==> config.mk <==
export PLATFORM = sky130hd
export DESIGN_NAME = ads1115_scan_sched
export DESIGN_NICKNAME = d
export VERILOG_FILES = /design/src/rtl/ads1115_scan_sched.sv
export SDC_FILE = /design/constraint.sdc
export NUM_CORES = 1
export LEC_CHECK = 0
export ABC_AREA = 1
export CORE_MARGIN = 2
export CORE_UTILIZATION = 53
export DETAILED_ROUTE_END_ITERATION = 7
export PLACE_DENSITY = 0.74
export SLEW_MARGIN = 20
export SYNTH_ARGS = -nofsm -noshare
export SYNTH_HDL_FRONTEND = slang
export SYNTH_SLANG_ARGS = --single-unit
==> constraint.sdc <==
create_clock -name clk_i -period 2.3 [get_ports clk_i]
set_input_delay 0.46 -clock clk_i [delete_from_list [all_inputs] [get_ports clk_i]]
set_output_delay 0.46 -clock clk_i [all_outputs]
set_load 0.03 [all_outputs]
==> src/rtl/ads1115_scan_sched.sv <==
// Purpose: sequences a byte-level I2C master through ADS1115 single-shot conversions, scanning channels round-robin.
// Latency: START one cycle after an accepted trigger, one cycle between commands, sample one cycle after the RD STOP response.
// Backpressure: one command in flight; cmd_valid_o holds op/data until cmd_ready_i, then stays low until rsp_valid_i.
//
// Ports:
//   clk_i, rst_i            clock, synchronous active-high reset
//   en_i, trig_i            scan enable, scan-start pulse (honoured only when idle)
//   cmd_valid_o/_ready_i    command handshake to the I2C master; cmd_op_o / cmd_data_o carry the command
//   rsp_valid_i/_data_i     command completion, read byte
//   rsp_nack_i              slave NACK on a WRITE
//   sample_valid_o/_data_o/_ch_o   tagged conversion result strobe
//   err_o, err_cnt_o        NACK-abort pulse and saturating count
//   busy_o                  scan in progress
module ads1115_scan_sched #(
  parameter logic [6:0]  I2C_ADDR  = 7'b1001001,
  parameter int          NUM_CH    = 2,
  parameter logic [2:0]  PGA       = 3'b010,
  parameter logic [2:0]  DR        = 3'b111,
  parameter int unsigned CONV_WAIT = 32400
) (
  input  logic        clk_i,
  input  logic        rst_i,
  input  logic        en_i,
  input  logic        trig_i,
  output logic        cmd_valid_o,
  input  logic        cmd_ready_i,
  output logic [2:0]  cmd_op_o,
  output logic [7:0]  cmd_data_o,
  input  logic        rsp_valid_i,
  input  logic [7:0]  rsp_data_i,
  input  logic        rsp_nack_i,
  output logic        sample_valid_o,
  output logic [15:0] sample_data_o,
  output logic [1:0]  sample_ch_o,
  output logic        err_o,
  output logic [7:0]  err_cnt_o,
  output logic        busy_o
);

  localparam logic [2:0] OP_START   = 3'd0;
  localparam logic [2:0] OP_STOP    = 3'd1;
  localparam logic [2:0] OP_WRITE   = 3'd2;
  localparam logic [2:0] OP_RD_ACK  = 3'd3;
  localparam logic [2:0] OP_RD_NACK = 3'd4;

  typedef enum logic [2:0] {IDLE, CFG, WAIT, PTR, RD, ABORT, NEXT} state_t;

  state_t      state_q, state_d;
  logic [2:0]  step_q;
  logic        pend_q;       // a command has been accepted and its response is still due
  logic [1:0]  ch_q;
  logic [31:0] wait_cnt_q;
  logic [7:0]  rd_hi_q, rd_lo_q;
  logic        idle_hold_q;  // blocks a trigger on the first idle cycle after a scan ends

  logic [2:0]  cur_op;
  logic [7:0]  cur_data;
  logic        issuing, last_cmd, rsp_ok, wr_nack, last_ch;
  logic [7:0]  cfg_hi, cfg_lo, addr_w, addr_r;

  assign cfg_hi  = {1'b1, 1'b1, ch_q, PGA, 1'b1};
  assign cfg_lo  = {DR, 5'b00011};
  assign addr_w  = {I2C_ADDR, 1'b0};
  assign addr_r  = {I2C_ADDR, 1'b1};
  assign last_ch = (ch_q == 2'(NUM_CH - 1));

  // Command decode from state/step; stable for as long as the command is pending.
  always_comb begin
    cur_op   = OP_STOP;
    cur_data = 8'h00;
    last_cmd = 1'b0;
    issuing  = 1'b0;
    case (state_q)
      CFG: begin
        issuing = 1'b1;
        case (step_q)
          3'd0:    cur_op = OP_START;
          3'd1:    begin cur_op = OP_WRITE; cur_data = addr_w; end
          3'd2:    begin cur_op = OP_WRITE; cur_data = 8'h01;  end
          3'd3:    begin cur_op = OP_WRITE; cur_data = cfg_hi; end
          3'd4:    begin cur_op = OP_WRITE; cur_data = cfg_lo; end
          default: last_cmd = 1'b1;
        endcase
      end
      PTR: begin
        issuing = 1'b1;
        case (step_q)
          3'd0:    cur_op = OP_START;
          3'd1:    begin cur_op = OP_WRITE; cur_data = addr_w; end
          3'd2:    begin cur_op = OP_WRITE; cur_data = 8'h00;  end
          default: last_cmd = 1'b1;
        endcase
      end
      RD: begin
        issuing = 1'b1;
        case (step_q)
          3'd0:    cur_op = OP_START;
          3'd1:    begin cur_op = OP_WRITE; cur_data = addr_r; end
          3'd2:    cur_op = OP_RD_ACK;
          3'd3:    cur_op = OP_RD_NACK;
          default: last_cmd = 1'b1;
        endcase
      end
      ABORT: begin
        issuing  = 1'b1;
        last_cmd = 1'b1;
      end
      default: ;
    endcase
  end

  always_comb begin
    cmd_valid_o = issuing && !pend_q;
    cmd_op_o    = cmd_valid_o ? cur_op : OP_START;
    cmd_data_o  = cmd_valid_o ? cur_data : 8'h00;
    busy_o      = (state_q != IDLE);
    rsp_ok      = rsp_valid_i && pend_q;
    wr_nack     = rsp_ok && rsp_nack_i && (cur_op == OP_WRITE);

    state_d = state_q;
    case (state_q)
      IDLE:  if (trig_i && en_i && !idle_hold_q) state_d = CFG;
      CFG:   if (wr_nack) state_d = ABORT; else if (rsp_ok && last_cmd) state_d = WAIT;
      WAIT:  if (wait_cnt_q == CONV_WAIT - 1) state_d = PTR;
      PTR:   if (wr_nack) state_d = ABORT; else if (rsp_ok && last_cmd) state_d = RD;
      RD:    if (wr_nack) state_d = ABORT; else if (rsp_ok && last_cmd) state_d = NEXT;
      ABORT: if (rsp_ok) state_d = NEXT;
      NEXT:  state_d = (last_ch || !en_i) ? IDLE : CFG;
      default: state_d = IDLE;
    endcase
  end

  always_ff @(posedge clk_i) begin
    if (rst_i) begin
      state_q        <= IDLE;
      step_q         <= 3'd0;
      pend_q         <= 1'b0;
      ch_q           <= 2'd0;
      wait_cnt_q     <= 32'd0;
      rd_hi_q        <= 8'h00;
      rd_lo_q        <= 8'h00;
      idle_hold_q    <= 1'b0;
      sample_valid_o <= 1'b0;
      sample_data_o  <= 16'h0000;
      sample_ch_o    <= 2'd0;
      err_o          <= 1'b0;
      err_cnt_o      <= 8'h00;
    end else begin
      state_q        <= state_d;
      sample_valid_o <= 1'b0;
      err_o          <= 1'b0;
      idle_hold_q    <= 1'b0;

      if (cmd_valid_o && cmd_ready_i) pend_q <= 1'b1;

      if (rsp_ok) begin
        pend_q <= 1'b0;
        step_q <= step_q + 3'd1;
        if (cur_op == OP_RD_ACK)  rd_hi_q <= rsp_data_i;
        if (cur_op == OP_RD_NACK) rd_lo_q <= rsp_data_i;
      end

      if (state_q == WAIT) wait_cnt_q <= wait_cnt_q + 32'd1;

      // Every phase starts its command sequence and wait count from zero.
      if (state_d != state_q) begin
        step_q     <= 3'd0;
        wait_cnt_q <= 32'd0;
      end

      if (state_q == RD && state_d == NEXT) begin
        sample_valid_o <= 1'b1;
        sample_data_o  <= {rd_hi_q, rd_lo_q};
        sample_ch_o    <= ch_q;
      end

      if (state_q == ABORT && state_d == NEXT) begin
        err_o <= 1'b1;
        if (err_cnt_o != 8'hFF) err_cnt_o <= err_cnt_o + 8'd1;
      end

      if (state_q == NEXT) begin
        if (state_d == IDLE) begin
          ch_q        <= 2'd0;
          idle_hold_q <= 1'b1;
        end else begin
          ch_q <= ch_q + 2'd1;
        end
      end
    end
  end

endmodule

; ---- Word level (Yosys, flattened, before mapping)
; Index checks and enable logic that the tools add are counted.
[totals]
n_memories = 0
rom_bits = 0
latchBits = 0
output_inout_bits = 41
mem_bits_rw = 0
inputBits = 15
ff_bits = 86
[op_classes]
n_addsub = 4
mux = 30
reduce_logical = 30
n_shift = 0
div_mod_pow = 0
bitwise = 1
mul = 0
magnitude_cmp = 0
eq_ne = 18
[ops]
columns = op, count
row1 = $add 32x1->32 const B, 1
row2 = $eq 32x15->1 const B, 1
row3 = $pmux 8 s4, 1
row4 = $mux 3, 10
row5 = $mux 8, 3
row6 = $pmux 8 s3, 1
row7 = $pmux 3 s7, 1
row8 = $eq 3x2->1 const B, 6
row9 = $eq 3x3->1 const B, 6
row10 = $pmux 3 s4, 1
row11 = $reduce_or 4->1, 3
row12 = $logic_and 1x1->1, 10
row13 = $logic_not 3->1, 3
row14 = $pmux 3 s3, 1
row15 = $add 8x1->8 const B, 1
row16 = $mux 1, 8
row17 = $ne 8x8->1 const B, 1
row18 = $pmux 2 s2, 2
row19 = $reduce_or 2->1, 4
row20 = $eq 3x1->1 const B, 2
row21 = $reduce_and 2->1, 3
row22 = $reduce_or 5->1, 1
row23 = $pmux 1 s4, 1
row24 = $add 3x1->3 const B, 1
row25 = 9 further kinds, 11

; ---- Longest topological paths before layout
; Gate-level depths: netlist of the first run.
[depth]
ltp_word = 11
mapped_depth = 18
ltp_nobuf = 17

; ---- Worst setup path after synthesis of the first run
; Ideal clock, no wire load.
[synth_path]
path_type = reg2reg
from = reg step_q[0]
to = reg wait_cnt_q[13]
n_path_buf = 1
setup_time_ns = 0.124
synth_period_minus_slack_ns = 2.140
required_time_ns = 2.176
path_slack_ns = 0.160
t_arrival_ns = 2.017
path_stages_with_launch = 19
path_cell_list = dfxtp_1 > ha_1 > ha_1 > inv_1 > nand2_1 > nor2_1 > nand2_1 > nand2_1 > nor2_2 > nand2_2 > nand2_1 > nand2_1 > nand2_1 > nand2_1 > nand2_1 > nor2_4 > nand2_4 > buf_8 > nor2_4
[synth_between]
elab_chain_cells = 10
word_cells_on_any_way = 30
cone_classes = eq/ne: 6 / mux: 15 / reduce/logical: 9
[synth_rtl]
columns = element, line
row1 = from (decl), 49  ; logic [2:0] step_q;
row2 = from (signal assigned), 158  ; step_q <= step_q + 3'd1;
row3 = "$eq 3x2->1, or another cell as far along", "76, 96"
row4 = "$reduce_or 4->1 (no source line), or another cell as far along", -
row5 = "$pmux 2 s2, or another cell as far along", 76  ; case (step_q)
row6 = $pmux 3 s3 or $pmux 1 s4 (tied branches), 73  ; case (state_q)
row7 = $eq 3x2->1 or $logic_and 1x1->1 (tied branches), -
row8 = "$logic_and 1x1->1, or another cell as far along", 118  ; wr_nack = rsp_ok && rsp_nack_i && (cur_op == OP_WRITE);
row9 = "$mux 3, on equally long branches", "126, 123, 125"
row10 = $pmux 3 s7 *, 121  ; case (state_q)
row11 = $ne 3x3->1 *, 166  ; if (state_d != state_q) begin
row12 = $reduce_or 2->1 (no source line) *, -
row13 = to (signal assigned), 163  ; if (state_q == WAIT) wait_cnt_q <= wait_cnt_q + 32'd1;
row14 = to (decl), 52  ; logic [31:0] wait_cnt_q;
; Every way passes the cells marked *; elsewhere a longest branch is shown, timed or not.
; A chain may end at the register's enable or synchronous reset.

; ---- Worst setup path after layout of the first run
[layout_path]
from = reg step_q[0]
to = out cmd_op_o[0]
[layout_between]
elab_chain_cells = 5
word_cells_on_any_way = 12
cone_classes = eq/ne: 4 / mux: 5 / reduce/logical: 3
[layout_rtl]
columns = element, line
row1 = "$eq 3x2->1, or another cell as far along", "76, 96"
row2 = $reduce_or 4->1 (no source line) or $reduce_or 2->1 (tied branches), -
row3 = "$pmux 2 s2, on equally long branches", "76, 87"
row4 = $pmux 3 s3 *, 73
row5 = $mux 3 *, 114  ; cmd_op_o = cmd_valid_o ? cur_op : OP_START;
row6 = to (decl), 27  ; output logic [2:0] cmd_op_o,
; Marked as above.

==> flow_metrics.env, run 1 <==
export IMPL_crit_arrival_ps=1930
export IMPL_required_ps=1840
export IMPL_holdPathStages=2
export IMPL_synth_enable_flop_cells=0
export IMPL_htreeDepth=3
export IMPL_die_y_um=94.8
export IMPL_path_class="register to output port"
export IMPL_vias_per_cell=5.16
export IMPL_finalSetupViolCount=1
export IMPL_routedWlPerCell_um=13.2
export IMPL_antenna_found_initial=0
export IMPL_synthTopCellsByArea="dfxtp_1 39%, nand2_1 7.0%, inv_1 6.4%"
export IMPL_fmaxAchievable_mhz=418
export IMPL_fin_setup_tns_ps=-89.6
export IMPL_core_um2=8090
export IMPL_rows=33
export IMPL_portBuffers=54
export IMPL_synth_top_area_share_pct=39.4
export IMPL_finalClockSkew_ps=9.62
export IMPL_track_usage_pct=22.6
export IMPL_utilization_pct=70.3
export IMPL_synth_seq_cells=86
export IMPL_end_kind="output port"
export IMPL_drc=0
export IMPL_cp_num_buf_inv=2
export IMPL_crit_cells=9
export IMPL_irDropWorstVdd_mv=0.347
export IMPL_ys_seq_area_share_pct=39.4
export IMPL_min_from="rd_lo_q[6]"
export IMPL_cts_buffer_depth=2
export IMPL_syn2layout_area_growth_pct=30.4
export IMPL_diodes=0
export IMPL_synth_area_um2=4370
export IMPL_syn_nets=606
export IMPL_first_pass_iters=4
export IMPL_fp_dieW_um=94.8
export IMPL_grt_pass1_wl_um=16100
export IMPL_grt_max_degree=38
export IMPL_worstHoldEndpoint="rd_lo_q[6]"
export IMPL_ys_types=36
export IMPL_synth_top_area_cell="dfxtp_1"
export IMPL_path_clk_slew_ps=100
export IMPL_cts_tree="built"
export IMPL_path_max_fanout=4
export IMPL_ios=56
export IMPL_first_global_vias=3695
export IMPL_power_density_nw_per_um2=484
export IMPL_wirelength_um=10200
export IMPL_final_cell_mix="83 x dfxtp_1, 72 x nand2_1, 70 x inv_1"
export IMPL_max_stage_delay_ps=390
export IMPL_final_nets=688
export IMPL_timing_rr_end="wait_cnt_q[28]"
export IMPL_hold_buffers=0
export IMPL_pre_cts_slack_ps=9.79
export IMPL_cp_start_kind="register"
export IMPL_synth_warnings=0
export IMPL_drtAntennaViolNets=0
export IMPL_status="finished with violations"
export IMPL_fin_crit_sh_pct=104
export IMPL_power_total_mw=2.75
export IMPL_async_flop_share_pct=0
export IMPL_dieArea_um2=8980
export IMPL_root_buffer="clkbuf_8"
export IMPL_drv_cap=0
export IMPL_dp_hpwl_um=7000
export IMPL_layout_commonest_cell="dfxtp_1"
export IMPL_cpMaxStageDelayCell="dfxtp_4"
export IMPL_routabilityCongestion=0.939
export IMPL_syn_instance_count=582
export IMPL_cts_sinks=86
export IMPL_cts_buffers=9
export IMPL_rsz0062_at_grt="yes"
export IMPL_cpLargestDelayFamily="flip-flops"
export IMPL_drive_gt1_share_pct=22.3
export IMPL_reg2regPathDepth=16
export IMPL_worstHoldPathType="register to register"
export IMPL_reg2reg_setup_slack_ps=40
export IMPL_layout_min_cycle_time_ps=2390
export IMPL_fin_ws_ps=-89.6
export IMPL_p_leak_nw=2.09
export IMPL_worstReg2RegStart="step_q[0]"
export IMPL_synth_area_per_cell_um2=7.50
export IMPL_insertion_delay_ps=370
export IMPL_violations="setup timing"
export IMPL_slew_viol_final=0
export IMPL_start_util_pct=53.9
export IMPL_vias=3990
export IMPL_grt_ovfl_total=0
export IMPL_drt_iter0_drc=223
export IMPL_hold_viol_final=0
export IMPL_crit_path_cell_trace="ha_4 > ha_4 > a21oi_2 > nand3_1 > nand3_1 > nor2_2 > buf_4 > nor2_1 > buf_4"
export IMPL_synth_main_ff_cell="dfxtp_1"
[timing repair]
action,CTS,global route
gates resized for setup,32,47
setup endpoints to repair,27,42
buffers inserted,3,4
pin swaps,6,13
cloned,0,2
[metrics by stage]
step | hold WS [ps] | instances | cell area [um^2]
5_1_grt | 469 | 774 | 5690
3_5_place_dp | 432 | 749 | 5140
3_3_place_gp | 430 | 749 | 5140
2_1_floorplan | 420 | 582 | 4370
4_1_cts | 448 | 768 | 5450
6_report | 446 | 774 | 5690
[worst max path at each step]
stage | to | start
floorplan | wait_cnt_q[13] | step_q[0]
global placement | wait_cnt_q[30] | rsp_valid_i
detailed placement | wait_cnt_q[27] | rsp_valid_i
CTS | cmd_op_o[0] | step_q[0]
global route | cmd_op_o[0] | state_q[1]
finish | cmd_op_o[0] | step_q[0]
[layer usage]
layer	track usage, %	wire (um)	part of all wire [%]
met1	27.6	4450	44
met2	37.8	4930	48
met3	5.91	550	5.4
met4	8.94	293	2.9
met5	0	0	0
[state kept, by name (all words and copies together) (netlist names)]
name            cells
sample_ch_o         2
ch_q                2
wait_cnt_q         32
idle_hold_q         1
state_q             3
step_q              3
pend_q              1
rd_lo_q             8
sample_data_o      16
sample_valid_o      1
err_o               1
err_cnt_o           8
rd_hi_q             8
[where the power goes]
part | internal [mW] | switching (mW)
clock network | 0.430 | 0.617
logic | 0.0908 | 0.124
registers | 1.49 | 0.00367
[synthesized netlist by cell type (2+ instances only)]
cell type,count
nor2_2,16
inv_1,74
ha_1,9
nand3_2,2
nor4_1,8
buf_8,3
inv_2,7
nand2_1,81
a21oi_1,42
xor2_1,23
nor3b_1,2
dfxtp_1,86
nor2_4,22
o21ai_0,51
nor3_1,12
nor2_1,67
clkbuf_1,8
and2_1,2
nand4_1,10
xnor2_1,7
a211oi_1,3
nand2_2,4
nand2_4,2
or2_2,2
nand3_1,28
[layout make-up]
cell class	instances	area [um^2]
clock buffer	9	124
clock inverter	7	73.8
fill	665	2400
inverter	81	314
multi-input combinational	402	2480
sequential	86	1730
tap	105	131
timing repair buffer	84	835
[cells by family (layout without fill, tap and decap cells)]
| kind of cell | after synthesis | count (layout) | synth area share (%) |
|---|---|---|---|
| buffers and inverters | 94 | 181 | 8.97 |
| DFF | 86 | 86 | 39.4 |
| muxes | 1 | 1 | 0.229 |
| other | 1 | 1 | 0.0859 |
| adders and majority gates | 9 | 9 | 2.58 |
| xor gates and xnor gates | 30 | 30 | 6.02 |
| and+or+nand+nor | 261 | 261 | 30.9 |
| AOI/OAI and AO/OA | 100 | 100 | 11.8 |
[worst min-delay path, cell delays in order, from the launching register on]
cell	delay (ps)
dfxtp_1	320
inv_1	40
a21oi_1	50
(Power assumes the default switching activity.)
==> run 2, diff against run 1 <==
- CORE_UTILIZATION: 53 -> 55
- PLACE_DENSITY: 0.74 -> 0.76
- SKIP_LAST_GASP: not set -> 1
- SLEW_MARGIN: 20 -> 25
==> run 2 against run 1 <==
- the run still ends with setup timing left
- final area increased by 0.88%
- largest power group unchanged
- non-clock buffer count up 3
- sequential share of layout area is 0.27 points lower
==> flow_metrics.env, run 2 (synthesis results as in run 1) <==
export IMPL_fmaxAchievable_mhz=431
export IMPL_grt_ovfl_total=0
export IMPL_finalSetupViolCount=1
export IMPL_fin_crit_sh_pct=101
export IMPL_crit_arrival_ps=1860
export IMPL_insertion_delay_ps=360
export IMPL_ios=56
export IMPL_final_nets=691
export IMPL_first_pass_iters=5
export IMPL_p_leak_nw=2.10
export IMPL_irDropWorstVdd_mv=0.353
export IMPL_routedWlPerCell_um=13.6
export IMPL_required_ps=1840
export IMPL_pre_cts_slack_ps=2.98
export IMPL_largest_register="wait_cnt_q"
export IMPL_drt_iter0_drc=197
export IMPL_drc=0
export IMPL_final_cell_mix="81 x dfxtp_1, 71 x nand2_1, 69 x inv_1"
export IMPL_finalNonFillerCells=774
export IMPL_cp_start_kind="register"
export IMPL_cts_sinks=86
export IMPL_antenna_found_initial=0
export IMPL_fin_setup_tns_ps=-19.3
export IMPL_diodes=0
export IMPL_drtAntennaViolNets=0
export IMPL_drv_cap=0
export IMPL_fin_ws_ps=-19.3
export IMPL_cts_buffers=9
export IMPL_top_regs="wait_cnt_q (32), sample_data_o (16)"
export IMPL_htreeDepth=3
export IMPL_cts_tree="built"
export IMPL_dieArea_um2=8670
export IMPL_routabilityCongestion=0.918
export IMPL_path_max_fanout=4
export IMPL_vias_per_cell=5.27
export IMPL_first_global_vias=3761
export IMPL_reg2reg_setup_slack_ps=20
export IMPL_grt_max_degree=38
export IMPL_cts_buffer_depth=2
export IMPL_min_from="sample_data_o[6]"
export IMPL_portBuffers=54
export IMPL_layout_commonest_cell="dfxtp_1"
export IMPL_status="finished with violations"
export IMPL_fp_dieW_um=93.1
export IMPL_rows=32
export IMPL_reg2regPathDepth=16
export IMPL_worstReg2RegStart="step_q[0]"
export IMPL_power_density_nw_per_um2=479
export IMPL_rsz0062_at_grt="yes"
export IMPL_vias=4082
export IMPL_largest_register_ffs=32
export IMPL_postPlaceCellArea_um2=5120
export IMPL_placedCellCount=746
export IMPL_end_kind="output port"
export IMPL_track_usage_pct=23.7
export IMPL_power_total_mw=2.75
export IMPL_start_util_pct=56.5
export IMPL_core_um2=7730
export IMPL_grt_pass1_wl_um=16700
export IMPL_finalClockSkew_ps=14.0
export IMPL_slew_viol_final=0
export IMPL_die_y_um=93.1
export IMPL_root_buffer="clkbuf_8"
export IMPL_violations="setup timing"
export IMPL_holdPathStages=2
export IMPL_worstHoldPathType="register to register"
export IMPL_hold_viol_final=0
export IMPL_path_clk_slew_ps=90
export IMPL_layout_min_cycle_time_ps=2320
export IMPL_drive_gt1_share_pct=23.2
export IMPL_hold_buffers=0
export IMPL_path_class="register to output port"
export IMPL_timing_rr_end="step_q[2]"
export IMPL_dp_hpwl_um=6860
export IMPL_syn2layout_area_growth_pct=31.5
export IMPL_postLayoutCellArea_um2=5740
export IMPL_wirelength_um=10500
export IMPL_worstHoldEndpoint="sample_data_o[6]"
## run 2: changes by cell type in the layout (fill, tap and decap cells not counted), sizes merged
cell           before  now
clkinvlp            0    2
dlygate4sd2         1    2
clkbuf             12   13
buf                35   37
clkinv              2    0
clkdlybuf4s15       2    1
## run 2: how the worst max path moves through the flow
stage	from	cells after the start	end	slack (ps)
after global routing	step_q[1]	8	cmd_data_o[5]	-90
after detailed placement	rsp_valid_i	13	wait_cnt_q[22]	3
after floorplan	step_q[0]	18	wait_cnt_q[13]	160
after global placement	rsp_valid_i	13	step_q[0]	80
final	step_q[1]	8	cmd_data_o[5]	-20
after CTS	step_q[0]	12	cmd_op_o[0]	-30
## run 2: final cells by class
class	count	area (um^2)
clock buffers	9	124
clock inverters	7	61.3
fillers	557	1990
inverters	81	319
multi-input cells	402	2500
flip-flops and latches	86	1730
well taps	102	128
repair buffers	87	876
## run 2: metrics by stage
| step | util (%) | hold WS [ps] |
|---|---|---|
| floorplan | - | 420 |
| global placement | 66.3 | 429 |
| detailed placement | 66.3 | 433 |
| CTS | 70.2 | 448 |
| global route | 74.3 | 473 |
| finish | 74.3 | 445 |
## run 2: critical path: stages (launching register included)
cell and delay [ps]:
dfxtp_4 370, buf_6 130, inv_6 60, ha_4 190
nand2_4 80, buf_4 130, buf_4 130, a211oi_2 210
buf_4 200
## run 2: layer usage
layer | GRT usage, % | part of all wire (%) | vias to the layer above
met4 | 8.46 | 2.6 | 0
met5 | 0 | 0 | -
met1 | 29.8 | 42 | 1875
met2 | 39.5 | 48 | 146
met3 | 6.12 | 6.8 | 25
li1 | - | - | 2036
## run 2: repair_timing
action                                  in CTS  in global routing
pin swaps                                    4                 11
endpoints found under the setup margin      25                 46
gates cloned                                 0                  4
setup buffers                                4                  4
resized for setup                           30                 59
## run 2: power breakdown
part	internal, mW	switching, mW
logic	0.100	0.130
clock network	0.415	0.610
registers	1.49	0.00328
==> run 3, diff against run 2 <==
- GPL_ROUTABILITY_DRIVEN: not set -> 0
==> run 3 against run 2 <==
- the run still ends with setup timing left
- core utilization decreased by 0.78 points
- worst hold slack improved by 1.8 ps
- count of clock-buffer cells in the layout unchanged
- critical endpoint is now wait_cnt_q[31]
- largest power group unchanged
- highest routed layer unchanged
==> flow_metrics.env, run 3 (synthesis results as in run 1) <==
export IMPL_largest_register="wait_cnt_q"
export IMPL_reg2reg_setup_slack_ps=-70
export IMPL_dieArea_um2=8670
export IMPL_top_regs="wait_cnt_q (32), sample_data_o (16)"
export IMPL_seq_area_um2=1730
export IMPL_violations="setup timing"
export IMPL_first_pass_iters=4
export IMPL_hold_viol_final=0
export IMPL_drtAntennaViolNets=0
export IMPL_required_ps=2600
export IMPL_fill_cells=570
export IMPL_endpoint="wait_cnt_q[31]"
export IMPL_crit_arrival_ps=2680
export IMPL_vias_per_cell=5.27
export IMPL_drv_cap=0
export IMPL_worstReg2RegStart="step_q[0]"
export IMPL_pre_cts_slack_ps=-18.4
export IMPL_postPlaceCellArea_um2=5090
export IMPL_irDropWorstVdd_mv=0.334
export IMPL_antenna_found_initial=0
export IMPL_syn2layout_area_growth_pct=30.2
export IMPL_holdPathStages=2
export IMPL_whs_ps=447
export IMPL_portBuffers=54
export IMPL_cts_sinks=86
export IMPL_path_class="register to register"
export IMPL_layout_min_cycle_time_ps=2370
export IMPL_p_clk_share_pct=38.1
export IMPL_reg2regPathDepth=19
export IMPL_grt_ovfl_total=0
export IMPL_final_cell_mix="81 x dfxtp_1, 70 x inv_1, 70 x nand2_1"
export IMPL_grt_max_degree=38
export IMPL_postLayoutCellArea_um2=5680
export IMPL_timing_rr_end="wait_cnt_q[31]"
export IMPL_pwr_share_comb_pct=8.0
export IMPL_p_leak_nw=2.09
export IMPL_cts_buffers=9
export IMPL_cts_tree="built"
export IMPL_cp_startpoint="step_q[0]"
export IMPL_layout_commonest_cell="dfxtp_1"
export IMPL_power_density_nw_per_um2=488
export IMPL_start_util_pct=56.5
export IMPL_status="finished with violations"
export IMPL_rsz0062_at_grt="yes"
export IMPL_path_max_fanout=8
export IMPL_power_switching_mw=0.759
export IMPL_first_global_vias=3786
export IMPL_final_nets=689
export IMPL_intPower_mw=2.01
export IMPL_diodes=0
export IMPL_hold_buffers=0
export IMPL_drive_gt1_share_pct=22.8
export IMPL_cp_start_kind="register"
export IMPL_vias=4069
export IMPL_netSwitchingFraction_pct=27.4
export IMPL_core_um2=7730
export IMPL_die_y_um=93.1
export IMPL_drt_iter0_drc=143
export IMPL_path_clk_slew_ps=100
export IMPL_cts_buffer_depth=2
export IMPL_cpMaxStageDelayCell="dfxtp_4"
export IMPL_fin_ws_ps=-71.8
export IMPL_seq_power_share_pct=53.9
export IMPL_multi_input_area_um2=2450
export IMPL_finalClockSkew_ps=14.0
export IMPL_slew_viol_final=0
export IMPL_wirelength_um=10800
export IMPL_finalSetupViolCount=37
export IMPL_htreeDepth=3
export IMPL_max_stage_delay_ps=400
export IMPL_root_buffer="clkbuf_8"
export IMPL_insertion_delay_ps=360
export IMPL_ios=56
export IMPL_power_total_mw=2.77
export IMPL_routedWlPerCell_um=14.0
export IMPL_fp_dieW_um=93.1
export IMPL_fmaxAchievable_mhz=422
export IMPL_dp_hpwl_um=6960
export IMPL_fin_crit_sh_pct=103
export IMPL_largest_register_ffs=32
export IMPL_rows=32
export IMPL_end_kind="register"
export IMPL_track_usage_pct=23.7
export IMPL_worst_path_most_repeated_cell="nand2_2"
export IMPL_worstHoldPathType="register to register"
export IMPL_drc=0
export IMPL_grt_pass1_wl_um=16600
export IMPL_crit_path_cell_trace="inv_6 > ha_4 > nand2_4 > buf_6 > buf_4 > nand2_2 > nand2_2 > nand2_2 > nand2_2 > nand2_2 > nand2_2 > nand3_2 > nand3_2 > nand2_1 > nand2_1 > nor2_2 > nand2_4 > clkbuf_16 > nor2_4"
## run 3: cell count changes in the layout (fill, tap and decap cells not counted), moves of 2 or more
cell,change
nand3_2,+2
inv_8,+2
nor2_2,+8
nor2_4,-8
clkinv_4,+2
inv_6,-5
o21ai_1,-2
a21oi_2,-2
nand2_2,+2
## run 3: through the flow
stage	cells	util, %	setup TNS, ps
final	772	73.5	-1440
after global routing	772	73.5	-6080
after floorplan	582	-	0
after detailed placement	742	65.9	-62.5
after global placement	742	65.9	0
after CTS	764	70.0	-24.9
## run 3: cell type report
type	count	area share, %
timing repair buffer	85	15.0
clock inverter	7	1.32
sequential	86	30.5
inverter	81	5.57
multi-input combinational	402	43.2
tap	102	2.25
clock buffer	9	2.18
## run 3: what timing repair did
item                       4_1_cts  5_1_grt
buffers inserted                 6        4
pin swaps                        4       15
gates cloned                     0        4
gates resized for setup         28       44
setup endpoints to repair       44       49
hold endpoints to repair         0        0
## run 3: layer usage
metal	routed length [um]	vias up	share of wire (%)	global-route usage (%)
li1	-	2041	-	-
met5	0	-	0	0
met4	267	0	2.5	9.56
met3	480	28	4.5	4.75
met2	5280	109	49	40.0
met1	4750	1891	44	29.6
## run 3: worst min-delay path by stage
stage / startpoint / endpoint / slack, ps
after floorplan: rd_lo_q[0] / rd_lo_q[0] / 420
after detailed placement: rd_lo_q[6] / rd_lo_q[6] / 430
after global placement: rd_lo_q[1] / rd_lo_q[1] / 430
final: rd_lo_q[6] / rd_lo_q[6] / 450
after CTS: rd_lo_q[6] / rd_lo_q[6] / 450
after global routing: sample_data_o[15] / sample_data_o[15] / 460
## run 3: power by group through the flow
stage               clock network (mW)  logic [mW]  registers (mW)
global route                      1.14       0.238            1.49
detailed placement                   0       0.166            1.53
global placement                     0       0.165            1.53
finish                            1.06       0.222            1.49
floorplan                            0       0.112            1.53
CTS                               1.08       0.175            1.49
## run 3: critical path, delay by kind of cell, from the launching register on
family,cells,cell delay [ps]
buffers and inverters,4,540
adder cells (fa/ha/maj),1,170
flip-flops,1,400
AND/OR/NAND/NOR,14,1210
